`src/rtl/serial_deshiftreg.sv`:
```
// Serial-to-parallel receiver with holding register and valid/ready output.
// Optional even-parity frame bit: define SERIAL_DESHIFTREG_PARITY_EN.
module serial_deshiftreg #(
    parameter int WIDTH = 8,
    parameter bit LEFT  = 1'b0,
    localparam int CW   = $clog2(WIDTH + 2)
) (
    input  logic             clock_in,
    input  logic             n_reset_in,
    input  logic             clear_in,
    input  logic             sample_in,
    input  logic             sdata_in,
    input  logic             ready_in,
    output logic [WIDTH-1:0] pdata_out,
    output logic             valid_out,
    output logic             busy_out,
    output logic [CW-1:0]    count_out,
    output logic             overrun_out,
    output logic             parity_err_out
);

`ifdef SERIAL_DESHIFTREG_PARITY_EN
    localparam int FRAME = WIDTH + 1;
`else
    localparam int FRAME = WIDTH;
`endif
    localparam logic [CW-1:0] LAST = CW'(FRAME - 1);

    typedef enum logic {EMPTY = 1'b0, FULL = 1'b1} hold_t;

    hold_t            hold_q;
    logic [WIDTH-1:0] sreg;
    logic [WIDTH-1:0] shifted;
    logic [WIDTH-1:0] word;
    logic [CW-1:0]    cnt;
    logic [CW-1:0]    cnt_nxt;
    logic             complete;
    logic             load;

    always_comb begin
        if (LEFT)
            shifted = {sreg[WIDTH-2:0], sdata_in};
        else
            shifted = {sdata_in, sreg[WIDTH-1:1]};
        complete = sample_in && (cnt == LAST);
        load     = complete && ((hold_q == EMPTY) || ready_in);
`ifdef SERIAL_DESHIFTREG_PARITY_EN
        // final strobe carries the parity bit; data is already in sreg
        word = sreg;
`else
        word = shifted;
`endif
        cnt_nxt = cnt;
        if (sample_in)
            cnt_nxt = complete ? '0 : cnt + 1'b1;
    end

    always_ff @(posedge clock_in) begin
        if (!n_reset_in) begin
            sreg        <= '0;
            cnt         <= '0;
            hold_q      <= EMPTY;
            pdata_out   <= '0;
            busy_out    <= 1'b0;
            overrun_out <= 1'b0;
        end else if (clear_in) begin
            sreg        <= '0;
            cnt         <= '0;
            hold_q      <= EMPTY;
            busy_out    <= 1'b0;
            overrun_out <= 1'b0;
        end else begin
            cnt      <= cnt_nxt;
            busy_out <= (cnt_nxt != '0);
`ifdef SERIAL_DESHIFTREG_PARITY_EN
            if (sample_in && !complete)
                sreg <= shifted;
`else
            if (sample_in)
                sreg <= shifted;
`endif
            if (load) begin
                pdata_out <= word;
                hold_q    <= FULL;
            end else if (complete) begin
                overrun_out <= 1'b1;
            end else if ((hold_q == FULL) && ready_in) begin
                hold_q <= EMPTY;
            end
        end
    end

`ifdef SERIAL_DESHIFTREG_PARITY_EN
    logic parity_q;

    always_ff @(posedge clock_in) begin
        if (!n_reset_in)
            parity_q <= 1'b0;
        else if (clear_in)
            parity_q <= 1'b0;
        else if (load)
            parity_q <= (^sreg) ^ sdata_in;
    end

    assign parity_err_out = parity_q;
`else
    assign parity_err_out = 1'b0;
`endif

    assign valid_out = (hold_q == FULL);
    assign count_out = cnt;

endmodule

```
`config.mk`:
```
export PLATFORM = sky130hd
export DESIGN_NAME = serial_deshiftreg
export DESIGN_NICKNAME = d
export VERILOG_FILES = /design/src/rtl/serial_deshiftreg.sv
export SDC_FILE = /design/constraint.sdc
export NUM_CORES = 1
export LEC_CHECK = 0
export ABC_AREA = 1
export ABC_CLOCK_PERIOD_IN_PS = 2000
export BUFFER_PORTS_ARGS = -buffer_cell sky130_fd_sc_hd__buf_4
export CELL_PAD_IN_SITES_DETAIL_PLACEMENT = 1
export CELL_PAD_IN_SITES_GLOBAL_PLACEMENT = 1
export CORE_ASPECT_RATIO = 0.6
export CORE_MARGIN = 1.5
export CORE_UTILIZATION = 37
export CTS_CLUSTER_DIAMETER = 60
export CTS_CLUSTER_SIZE = 16
export DETAILED_ROUTE_END_ITERATION = 10
export PLACE_DENSITY_LB_ADDON = 0.05
export SYNTH_ARGS = -nofsm -noshare
export SYNTH_HDL_FRONTEND = slang
export SYNTH_SLANG_ARGS = --single-unit
```
`constraint.sdc`:
```
create_clock -name clock_in -period 2 [get_ports clock_in]
set_clock_uncertainty 0.2 [all_clocks]
set_input_delay 0.1 -clock clock_in [delete_from_list [all_inputs] [get_ports clock_in]]
set_output_delay 0.1 -clock clock_in [all_outputs]
set_load 0.02 [all_outputs]
```
==> results.yml <==
critical_path:
  start_kind: "input pin"
  crit_path_top_delay_cell: "dlygate4sd3_1"
  path_class: "in -> reg"
  critPathMaxFanout: 11
  slowest_delay_ns: 0.55
  crit_chain: "dlygate4sd3_1 -> buf_4 -> inv_1 -> nor2_1 -> buf_4 -> o21ai_0 -> a21oi_1 -> dlygate4sd3_1"
  endpoint_kind: "flop"
  required_ns: 2.01
  worstRegToRegCells: 8
  arrival_ns: 1.86
final_layout:
  fin_area_mm2: 0.001227
  nets: 163
  layout-drive-gt1-share: 0.2581
  syn_to_final_growth_pct: 24.97
  final.fill_count: 318
  diodes: 0
clock_network:
  clock-root-buffer: "clkbuf_8"
  cts.sinks: 22
  cts_setup_buffers: 0
  clk_latency_ns: 0.26
  cts_tree: "done"
  clk_pin_slew_ns: 0.08
  cts_max_level: 1
  clock_path_buffers: 2
  numCtsBuffers: 3
floorplan:
  die_h_um: 42.91
  die_area_mm2: 0.002983
  start_util: 0.3921
  rows: 14
  num_io_pins: 22
  chipWidth_um: 69.52
  fp.coreArea_mm2: 0.002505
timing:
  layout_min_cycle_time_ns: 1.857
  fin_crit_sh: 0.9286
  rsz0062_at_grt: "false"
  max_clock_freq_ghz: 0.5385
  hold-worst-slack_ns: 0.07795
  tns_ns: 0
  hold_viol: 0
  final_max_slew_viol_count: 0
  finalSetupViolCount: 0
synthesis:
  synthSimpleGateAreaFrac: 0.3121
  synth_top_family_by_area: "simple AND/OR/NAND/NOR gates"
  synth_seq_cells: 22
  synth_edf_count: 0
  synth_top_area_frac: 0.4484
  ys_seq_area_frac: 0.4484
  synth_cells: 131
  synth_compound_area_frac: 0.08153
  synth_top_cells_by_area: "dfxtp_1 (45%), nand2_1 (12%), inv_1 (7.3%), nor2_1 (5.7%), nor2_2 (5.7%)"
  yosys_most_used_dff: "dfxtp_1"
  synth_commonest_cells: "nand2_1 (32), dfxtp_1 (22), inv_1 (19)"
  yosysWarnings: 0
  syn_avg_cell_area_um2: 7.498
  yosysMostFrequentCell: "nand2_1"
  muxShareOfSynthArea: 0
  synthAdderAreaFrac: 0.01274
  synth_cell_types: 19
  synthArstFlopShare: 0
  yosys.area.top_type: "dfxtp_1"
  synthXorXnorAreaFrac: 0
  synth_area_um2: 982.2
  syn_nets: 138
grt:
  grt.total_usage: 0.1580
  grt_antenna_before_repair: 0
  grt_first_pass_wirelength_mm: 3.650
  gr-total-overflow: 0
  grt_pass1_vias: 817
  grt_max_degree: 18
drt:
  viasPerCell: 4.433
  dr.pass1.iters: 4
  vias: 829
  wire_per_inst_um: 11.25
  detail-route-antenna-nets: 0
  drt_iter0_drc: 30
  drc: 0
  postRouteWirelength_mm: 2.104
pwr:
  fin_total_pwr_uw: 831.9
  power_density_mw_per_mm2: 677.8
  irDropWorstVdd_mv: 0.2998
  power_leakage_uw: 0.0006203
flow_run:
  max_cap_viol_count: 0
place:
  hpwl_mm: 1.570
  placed_cell_area_mm2: 0.001122
  io_buffers: 20
  gp_congestion: 0.8279
run_status:
  status: "finished, final reports clean"
min_path:
  hold_depth: 5
  min_path_type: "in -> reg"
routing by layer:
metal / track usage / wire length (um) / part of all wire / vias to the layer above
met2: 0.2712 / 901 / 0.43 / 15
met1: 0.1892 / 1085 / 0.52 / 379
met3: 0.06176 / 104 / 0.049 / 2
met5: 0 / 0 / 0 / -
li1: - / - / - / 433
met4: 0.03529 / 12 / 0.0057 / 0
worst max-delay path: cells and delay by family:
kind	cells	cell delay (ns)
compound gates	2	0.22
buf+inv	5	1.47
simple gates	1	0.08
state kept, by name (all words and copies together), names as in the netlist:
| name | count |
|---|---|
| pdata_out | 8 |
| overrun_out | 1 |
| count_out | 4 |
| sreg | 7 |
| valid_out | 1 |
| busy_out | 1 |
kinds of logic after synthesis:
family                   count (synthesis)
AO/OA/AOI/OAI                           16
adder cells (fa/ha/maj)                  1
buffers and inverters                   27
flip-flops                              22
other                                    1
AND/OR/NAND/NOR                         64
layout by cell type, fill, tap and decap left out:
cell           instances
a21oi_1                8
clkbuf_8               4
inv_1                 19
dfxtp_1               22
nand3_1                4
dlygate4sd3_1          5
nand2_4                2
conb_1                 1
buf_4                 21
nor2_4                 1
nor2_8                 1
nor2_1                15
nor2_2                 9
ha_1                   1
nand2_1               32
inv_4                  1
o21ai_0                8
inv_2                  1
stage by stage:
stage	worst slack [ns]	std cells	util
floorplan	0.3836	131	-
global placement	0.3999	178	0.4481
detailed placement	0.3356	178	0.4481
CTS	0.1535	187	0.4900
global route	0.01953	187	0.4900
finish	0.1428	187	0.4900
where the power goes:
group	internal [uW]	total (uW)	switching, uW
registers	445	449	4.43
clock network	176	321	145
logic	26.3	62.0	35.7
area by class of cell:
type                    count  area (um2)  share of cell area
well taps                  32       40.04             0.03262
multi-input cells          82       402.9              0.3282
flip-flops and latches     22       440.4              0.3588
inverters                  21       81.33             0.06626
repair buffers             26       207.7              0.1692
clock buffers               4       55.05             0.04485
path summary, 6_finish.rpt:
check / startpoint / endpoint / slack [ns]
setup / recovery: n_reset_in / sreg[7]$_SDFFE_PP0P_ / 0.14
hold / removal: clear_in / sreg[2]$_SDFFE_PP0P_ / 0.08
setup reg to reg: count_out[0]$_SDFF_PP0_ / pdata_out[5]$_SDFFE_PN0P_ / 0.35
hold reg to reg: sreg[7]$_SDFFE_PP0P_ / sreg[6]$_SDFFE_PP0P_ / 0.28
what timing repair did:
item,4_1_cts,5_1_grt
resized for setup,0,0
hold buffers,5,0
endpoints found under the hold margin,15,0
No activity file was read; power rests on OpenSTA's default activity.
